===== src/rtl/mb_nq_if.sv =====
// mb_nq_if
//   Bundles the mb_nq data path into one interface: the per-queue write
//   port from QS, the read requests from TS, the drop-counter clear, and
//   all status and pop outputs seen by GC/LCM/TS.
//   master : the side that drives the write/read/clear inputs (QS/TS/bench)
//   slave  : the metadata buffer itself
// Signals
//   in_mb_md            QUEUE_NUM*MD_WIDTH  write data, queue i at [i*MD_WIDTH +: MD_WIDTH]
//   in_mb_md_wr         QUEUE_NUM           write strobe per queue
//   in_mb_q_rden        QUEUE_NUM           read request per queue
//   in_mb_cnt_clr       1                   clear all drop counters
//   out_mb_head         QUEUE_NUM*MD_WIDTH  head word per queue, 0 when empty
//   out_mb_fifo_empty   QUEUE_NUM           queue empty flags
//   out_mb_fifo_full    QUEUE_NUM           queue full flags
//   out_mb_q_used_cnt   QUEUE_NUM*CNT_W     occupancy per queue
//   out_mb_drop_cnt     QUEUE_NUM*8         saturating dropped-write count per queue
//   out_mb_md           MD_WIDTH            popped word, registered
//   out_mb_md_wr        1                   valid for out_mb_md
interface mb_nq_if #(
   parameter int QUEUE_NUM  = 4,
   parameter int MD_WIDTH   = 16,
   parameter int DEPTH_LOG2 = 4,
   parameter int CNT_W      = DEPTH_LOG2 + 1
);
   logic [QUEUE_NUM*MD_WIDTH-1:0] in_mb_md;
   logic [QUEUE_NUM-1:0]          in_mb_md_wr;
   logic [QUEUE_NUM-1:0]          in_mb_q_rden;
   logic                          in_mb_cnt_clr;

   logic [QUEUE_NUM*MD_WIDTH-1:0] out_mb_head;
   logic [QUEUE_NUM-1:0]          out_mb_fifo_empty;
   logic [QUEUE_NUM-1:0]          out_mb_fifo_full;
   logic [QUEUE_NUM*CNT_W-1:0]    out_mb_q_used_cnt;
   logic [QUEUE_NUM*8-1:0]        out_mb_drop_cnt;
   logic [MD_WIDTH-1:0]           out_mb_md;
   logic                          out_mb_md_wr;

   modport master (
      output in_mb_md, in_mb_md_wr, in_mb_q_rden, in_mb_cnt_clr,
      input  out_mb_head, out_mb_fifo_empty, out_mb_fifo_full,
             out_mb_q_used_cnt, out_mb_drop_cnt, out_mb_md, out_mb_md_wr
   );

   modport slave (
      input  in_mb_md, in_mb_md_wr, in_mb_q_rden, in_mb_cnt_clr,
      output out_mb_head, out_mb_fifo_empty, out_mb_fifo_full,
             out_mb_q_used_cnt, out_mb_drop_cnt, out_mb_md, out_mb_md_wr
   );
endinterface


===== src/rtl/mb_nq.sv =====
// mb_nq
//   Metadata buffer: QUEUE_NUM independent first-word-fall-through queues
//   holding per-class packet metadata written by QS. Each queue exposes its
//   head word, empty/full flags, occupancy and a saturating dropped-write
//   counter. TS read requests pop at most one queue per cycle (lowest
//   non-empty requesting index wins); the popped word is presented on
//   out_mb_md with out_mb_md_wr one cycle later.
// Ports
//   clk    system clock, all state on the rising edge
//   rst_n  asynchronous active-low reset
//   bus    mb_nq_if slave modport (write/read/clear in, status/pop out)
module mb_nq #(
   parameter int QUEUE_NUM  = 4,
   parameter int MD_WIDTH   = 16,
   parameter int DEPTH_LOG2 = 4
) (
   input  logic    clk,
   input  logic    rst_n,
   mb_nq_if.slave  bus
);

   localparam int CNT_W = DEPTH_LOG2 + 1;
   localparam int DEPTH = 1 << DEPTH_LOG2;

   // Per-queue status gathered from the generate blocks
   logic [QUEUE_NUM-1:0]          empty_vec;
   logic [QUEUE_NUM-1:0]          req;
   logic [QUEUE_NUM-1:0]          pop;
   logic [QUEUE_NUM*MD_WIDTH-1:0] head_vec;

   // Popped-word output stage
   logic [MD_WIDTH-1:0] md_reg;
   logic [MD_WIDTH-1:0] md_next;
   logic                md_wr_reg;
   logic                md_wr_next;

   // ------------------------------------------------------------------
   // Read arbitration: empty queues are masked out before the priority
   // pick so an empty low-index request never blocks a higher one.
   // req & -req isolates the lowest set bit.
   // ------------------------------------------------------------------
   assign req = bus.in_mb_q_rden & ~empty_vec;
   assign pop = req & ((~req) + QUEUE_NUM'(1));

   always_comb begin
      md_next    = '0;
      md_wr_next = |pop;
      for (int i = 0; i < QUEUE_NUM; i++) begin
         if (pop[i]) begin
            md_next = md_next | head_vec[i*MD_WIDTH +: MD_WIDTH];
         end
      end
   end

   always_ff @(posedge clk or negedge rst_n) begin
      if (!rst_n) begin
         md_reg    <= '0;
         md_wr_reg <= 1'b0;
      end else begin
         md_reg    <= md_next;
         md_wr_reg <= md_wr_next;
      end
   end

   assign bus.out_mb_md    = md_reg;
   assign bus.out_mb_md_wr = md_wr_reg;

   // ------------------------------------------------------------------
   // Per-queue storage and bookkeeping
   // ------------------------------------------------------------------
   genvar gi;
   generate
      for (gi = 0; gi < QUEUE_NUM; gi++) begin : g_q
         logic [MD_WIDTH-1:0]   mem_reg [DEPTH];
         logic [DEPTH_LOG2-1:0] wptr_reg;
         logic [DEPTH_LOG2-1:0] wptr_next;
         logic [DEPTH_LOG2-1:0] rptr_reg;
         logic [DEPTH_LOG2-1:0] rptr_next;
         logic [CNT_W-1:0]      cnt_reg;
         logic [CNT_W-1:0]      cnt_next;
         logic                  empty_reg;
         logic                  full_reg;
         logic [MD_WIDTH-1:0]   head_reg;
         logic [7:0]            drop_reg;
         logic [7:0]            drop_next;
         logic [MD_WIDTH-1:0]   wdata;
         logic                  wr_acc;
         logic                  drop;

         assign wdata = bus.in_mb_md[gi*MD_WIDTH +: MD_WIDTH];

         // A full queue still accepts a write when it is popped in the
         // same cycle, because the pop frees the slot the write lands in.
         assign wr_acc = bus.in_mb_md_wr[gi] & (~full_reg | pop[gi]);
         assign drop   = bus.in_mb_md_wr[gi] & full_reg & ~pop[gi];

         always_comb begin
            wptr_next = wptr_reg;
            rptr_next = rptr_reg;
            cnt_next  = cnt_reg + CNT_W'(wr_acc) - CNT_W'(pop[gi]);
            drop_next = drop_reg;
            if (wr_acc) begin
               wptr_next = wptr_reg + DEPTH_LOG2'(1);
            end
            if (pop[gi]) begin
               rptr_next = rptr_reg + DEPTH_LOG2'(1);
            end
            // Clear has priority over a simultaneous drop
            if (bus.in_mb_cnt_clr) begin
               drop_next = '0;
            end else if (drop && (drop_reg != 8'hFF)) begin
               drop_next = drop_reg + 8'd1;
            end
         end

         always_ff @(posedge clk or negedge rst_n) begin
            if (!rst_n) begin
               wptr_reg  <= '0;
               rptr_reg  <= '0;
               cnt_reg   <= '0;
               empty_reg <= 1'b1;
               full_reg  <= 1'b0;
               drop_reg  <= '0;
            end else begin
               wptr_reg  <= wptr_next;
               rptr_reg  <= rptr_next;
               cnt_reg   <= cnt_next;
               empty_reg <= (cnt_next == '0);
               full_reg  <= (cnt_next == CNT_W'(DEPTH));
               drop_reg  <= drop_next;
            end
         end

         // Storage has no reset: contents are meaningless until written,
         // and the pointers/count already discard anything left over.
         always_ff @(posedge clk) begin
            if (wr_acc) begin
               mem_reg[wptr_reg] <= wdata;
            end
         end

         // Registered head: fetch the word that will sit at the read
         // pointer after this edge. The only case where that word is being
         // written on this same edge is a write into a queue that would
         // otherwise be empty, so forward the write data there.
         always_ff @(posedge clk or negedge rst_n) begin
            if (!rst_n) begin
               head_reg <= '0;
            end else if (cnt_next == '0) begin
               head_reg <= '0;
            end else if (wr_acc && (wptr_reg == rptr_next)) begin
               head_reg <= wdata;
            end else begin
               head_reg <= mem_reg[rptr_next];
            end
         end

         assign empty_vec[gi]                           = empty_reg;
         assign head_vec[gi*MD_WIDTH +: MD_WIDTH]       = empty_reg ? '0 : head_reg;
         assign bus.out_mb_head[gi*MD_WIDTH +: MD_WIDTH] = empty_reg ? '0 : head_reg;
         assign bus.out_mb_fifo_empty[gi]               = empty_reg;
         assign bus.out_mb_fifo_full[gi]                = full_reg;
         assign bus.out_mb_q_used_cnt[gi*CNT_W +: CNT_W] = cnt_reg;
         assign bus.out_mb_drop_cnt[gi*8 +: 8]           = drop_reg;
      end
   endgenerate

endmodule


===== src/flat_wrapper.sv =====
// flat-port wrapper written by rule: the top's interface ports become plain ports
module mb_nq_flat 
#(
   parameter int QUEUE_NUM  = 4,
   parameter int MD_WIDTH   = 16,
   parameter int DEPTH_LOG2 = 4
)
  (clk, rst_n, bus_in_mb_md, bus_in_mb_md_wr, bus_in_mb_q_rden, bus_in_mb_cnt_clr, bus_out_mb_head, bus_out_mb_fifo_empty, bus_out_mb_fifo_full, bus_out_mb_q_used_cnt, bus_out_mb_drop_cnt, bus_out_mb_md, bus_out_mb_md_wr);
  mb_nq_if #(.QUEUE_NUM(QUEUE_NUM), .MD_WIDTH(MD_WIDTH), .DEPTH_LOG2(DEPTH_LOG2)) bus_i ();
  input  logic clk;
  input  logic rst_n;
  input wire logic [$bits(bus_i.in_mb_md)-1:0] bus_in_mb_md;
  input wire logic [$bits(bus_i.in_mb_md_wr)-1:0] bus_in_mb_md_wr;
  input wire logic [$bits(bus_i.in_mb_q_rden)-1:0] bus_in_mb_q_rden;
  input wire logic [$bits(bus_i.in_mb_cnt_clr)-1:0] bus_in_mb_cnt_clr;
  output wire logic [$bits(bus_i.out_mb_head)-1:0] bus_out_mb_head;
  output wire logic [$bits(bus_i.out_mb_fifo_empty)-1:0] bus_out_mb_fifo_empty;
  output wire logic [$bits(bus_i.out_mb_fifo_full)-1:0] bus_out_mb_fifo_full;
  output wire logic [$bits(bus_i.out_mb_q_used_cnt)-1:0] bus_out_mb_q_used_cnt;
  output wire logic [$bits(bus_i.out_mb_drop_cnt)-1:0] bus_out_mb_drop_cnt;
  output wire logic [$bits(bus_i.out_mb_md)-1:0] bus_out_mb_md;
  output wire logic [$bits(bus_i.out_mb_md_wr)-1:0] bus_out_mb_md_wr;
  assign bus_i.in_mb_md = bus_in_mb_md;
  assign bus_i.in_mb_md_wr = bus_in_mb_md_wr;
  assign bus_i.in_mb_q_rden = bus_in_mb_q_rden;
  assign bus_i.in_mb_cnt_clr = bus_in_mb_cnt_clr;
  assign bus_out_mb_head = bus_i.out_mb_head;
  assign bus_out_mb_fifo_empty = bus_i.out_mb_fifo_empty;
  assign bus_out_mb_fifo_full = bus_i.out_mb_fifo_full;
  assign bus_out_mb_q_used_cnt = bus_i.out_mb_q_used_cnt;
  assign bus_out_mb_drop_cnt = bus_i.out_mb_drop_cnt;
  assign bus_out_mb_md = bus_i.out_mb_md;
  assign bus_out_mb_md_wr = bus_i.out_mb_md_wr;
  mb_nq #(.QUEUE_NUM(QUEUE_NUM), .MD_WIDTH(MD_WIDTH), .DEPTH_LOG2(DEPTH_LOG2)) u_core (.clk(clk), .rst_n(rst_n), .bus(bus_i));
endmodule

===== config.mk =====
export PLATFORM = sky130hd
export DESIGN_NAME = mb_nq_flat
export DESIGN_NICKNAME = d
export VERILOG_FILES = /design/src/rtl/mb_nq_if.sv /design/src/rtl/mb_nq.sv /design/src/flat_wrapper.sv
export SDC_FILE = /design/constraint.sdc
export NUM_CORES = 2
export LEC_CHECK = 0
export ABC_AREA = 1
export CAP_MARGIN = 5
export CORE_ASPECT_RATIO = 1.2
export CORE_UTILIZATION = 36
export DETAILED_ROUTE_END_ITERATION = 7
export DONT_BUFFER_PORTS = 1
export MAX_ROUTING_LAYER = met4
export PLACE_DENSITY_LB_ADDON = 0.12
export SKIP_LAST_GASP = 1
export SLEW_MARGIN = 40
export SYNTH_ARGS = -nofsm -noshare
export SYNTH_HDL_FRONTEND = slang
export SYNTH_SLANG_ARGS = --single-unit

===== constraint.sdc =====
create_clock -name clk -period 5.2 [get_ports clk]
set_input_delay 0.52 -clock clk [delete_from_list [all_inputs] [get_ports clk]]
set_output_delay 0.52 -clock clk [all_outputs]
set_load 0.01 [all_outputs]

==> impl_metrics.ini <==
[run_status]
status = completed

[final_layout]
n_fill_cell = 13136
layout_commonest_cell = nand3_1
utilization_pct = 41.5
drive_gt1_share_pct = 9.45
fin_nets = 4599
final_cell_mix = 1076 x nand3_1, 1037 x nand2_1, 1024 x edfxtp_1
final_cells = 6404
largest_reg_flops = 1024
area_delta_synth_final_pct = 14.1

[drt]
vias = 33112
routed_wl_mm = 154
via_per_inst = 5.17
first_pass_iters = 5
detail_route.wl_per_cell_um = 24.0
first_iter_violations = 2905
drt_drc_violations_left = 0
ant_nets = 0

[logic_synthesis]
synthArstFlopShare_pct = 14.5
synth_edf_count = 1024
ys_seq_elements = 1197
syn_nets = 4537
yosys_warnings = 0
netlist_area_mm2 = 0.0502
synth-main-ff-cell = edfxtp_1
syn_avg_cell_area_um2 = 11.4
synth_cells = 4415
yosysUniqueCellTypes = 48
yosysSeqAreaShare_pct = 69.8

[clock_network]
clkLatencyLatePin_ns = 0.76
clk_pin_slew_ns = 0.07
cts_buffers = 132
cts_num_sinks = 1197
cts_buffer_depth = 3
cts_root_buf = clkbuf_16
htreeDepth = 4
cts_tree = done

[power_and_ir_drop]
total_leakage_power_uw = 0.0214
irDropWorstVdd_mv = 0.338
power.density_mw_per_mm2 = 628

[critical_path]
crit_required_ns = 5.78
r2r-end = u_core.g_q[2].head_reg[15]
setup.worst_path.class = reg -> reg
rrSetupSlack_ns = 1.12
end_kind = flip-flop
start_kind = flip-flop
crit_start = u_core.g_q[0].empty_reg
critPathCapture = u_core.g_q[2].head_reg[15]
rr_startpoint = u_core.g_q[0].empty_reg
crit_arrival_ns = 4.67
rr_worst_depth = 18
crit_path_max_fanout = 23

[timing]
post-route-period-util_pct = 78.5
rsz0062_at_grt = false
finalSetupTns_ns = 0
layout_min_cycle_time_ns = 4.08
finClkSkew_ns = 0.0322
slew_viol_final = 0
fmax_mhz = 245
slew_headroom_pct = 28.7
tightest_slew_ns = 1.07
hold_viol = 0
setup-violations-final = 0

[die]
die_area_mm2 = 0.141
coreArea_mm2 = 0.138
rows = 149
io_pins = 216
die_width_um = 343
die_h_um = 411
initial_utilization_pct = 36.4

[placement]
place_congestion = 0.838
port_buffers = 0
detailed_place_hpwl_mm = 91.0
place_inst = 6083

[global_route]
overflow = 0
grt_first_pass_wirelength_mm = 224
grt_pass1_vias = 32052
antenna_found_initial = 11
track_usage_pct = 22.4
grt_max_degree = 174

[job]
cap_violations = 0

[worst_hold_path]
hp-class = in -> reg
==> logic make-up (layout without fill, tap and decap cells) <==
family          Yosys count  count (layout)  synth area share, %
compound gates          234             234                 2.54
flops                  1197            1197                 69.8
other cells               0               8                    0
buf+inv                 480             649                 4.46
fa+ha+maj                47              47                 1.23
xor+xnor                 37              37                0.720
simple gates           2420            2420                 21.2
==> report_power, final <==
part | internal, µW | switching (µW) | leakage [µW] | total, µW
clock | 5140 | 3850 | 0.00201 | 8990
sequential | 11900 | 956 | 0.0113 | 12900
combinational | 3980 | 10100 | 0.00803 | 14100
==> metal layers <==
layer | routed length (µm) | track usage [%]
met1 | 69200 | 30.1
met2 | 71400 | 34.4
met3 | 9940 | 4.83
met4 | 2980 | 5.57
met5 | 0 | -
==> cells in the mapped netlist (all sizes together) (3+ instances only) <==
| cell type | instances | area share, % |
|---|---|---|
| o21ai | 122 | 1.3 |
| a21oi | 80 | 0.80 |
| buf | 214 | 2.5 |
| inv | 215 | 1.6 |
| o22ai | 19 | 0.24 |
| fa | 4 | 0.16 |
| ha | 43 | 1.1 |
| edfxtp | 1024 | 61 |
| o211ai | 4 | 0.060 |
| nor3 | 15 | 0.16 |
| a211oi | 3 | 0.045 |
| xnor2 | 12 | 0.28 |
| nor2 | 248 | 1.9 |
| clkbuf | 46 | 0.35 |
| nand3 | 1078 | 11 |
| dfstp | 4 | 0.21 |
| dfrtp | 169 | 8.4 |
| nand4 | 9 | 0.15 |
| xor2 | 25 | 0.44 |
| clkinv | 5 | 0.037 |
| nand2 | 1056 | 8.0 |
| nand3b | 12 | 0.19 |
==> critical path, cell delays in order (launching register included) <==
cell,delay [ns]
dfstp_2,0.80
inv_2,0.08
nand2_4,0.32
nand2_4,0.11
inv_2,0.07
nand2_2,0.09
nand2_1,0.07
inv_1,0.09
nor2_4,0.22
ha_1,0.21
inv_1,0.06
fa_1,0.43
o21ai_0,0.23
xnor2_1,0.17
inv_1,0.08
nor2_1,0.23
inv_1,0.38
o21ai_0,0.18
a21oi_1,0.08
==> layout make-up <==
| class | count | area (µm²) | share of cell area (%) |
|---|---|---|---|
| multi-input combinational | 2738 | 13200 | 23.1 |
| timing repair buffer | 188 | 1760 | 3.07 |
| inverter | 220 | 835 | 1.46 |
| clock inverter | 55 | 444 | 0.775 |
| clock buffer | 186 | 3670 | 6.40 |
| sequential | 1197 | 35100 | 61.2 |
| tap | 1812 | 2270 | 3.96 |
| antenna | 8 | 20.0 | 0.0349 |
==> how the worst min path moves through the flow <==
stage	depth (start not counted)	slack (ns)	startpoint	endpoint
floorplan	0	0.22	rst_n	u_core.bus.out_mb_md[0]
global route	2	0.03	bus_in_mb_md[11]	u_core.g_q[0].head_reg[11]
finish	2	0.05	bus_in_mb_md[13]	u_core.g_q[0].head_reg[13]
global placement	0	0.23	rst_n	u_core.g_q[0].cnt_reg[2]
detailed placement	0	0.23	rst_n	u_core.g_q[0].cnt_reg[2]
CTS	2	0.008	bus_in_mb_md[13]	u_core.g_q[0].head_reg[13]
==> repair_timing <==
action | CTS | global route
endpoints found under the hold margin | 1266 | 0
buffers inserted | 0 | 0
resized for setup | 0 | 0
hold buffers | 70 | 0
==> per-stage QoR <==
step                cell area [µm²]  worst slack (ns)  hold WS, ns  power, µW
finish                        57300              1.12       0.0524      36000
global route                  57300             0.696       0.0273      38300
CTS                           57200              1.13      0.00799      36400
detailed placement            52400              1.17        0.234      27200
global placement              52300              1.30        0.233      27000
floorplan                     50200              2.15        0.224      22300
Note: power is estimated with default switching activity, not from simulation.
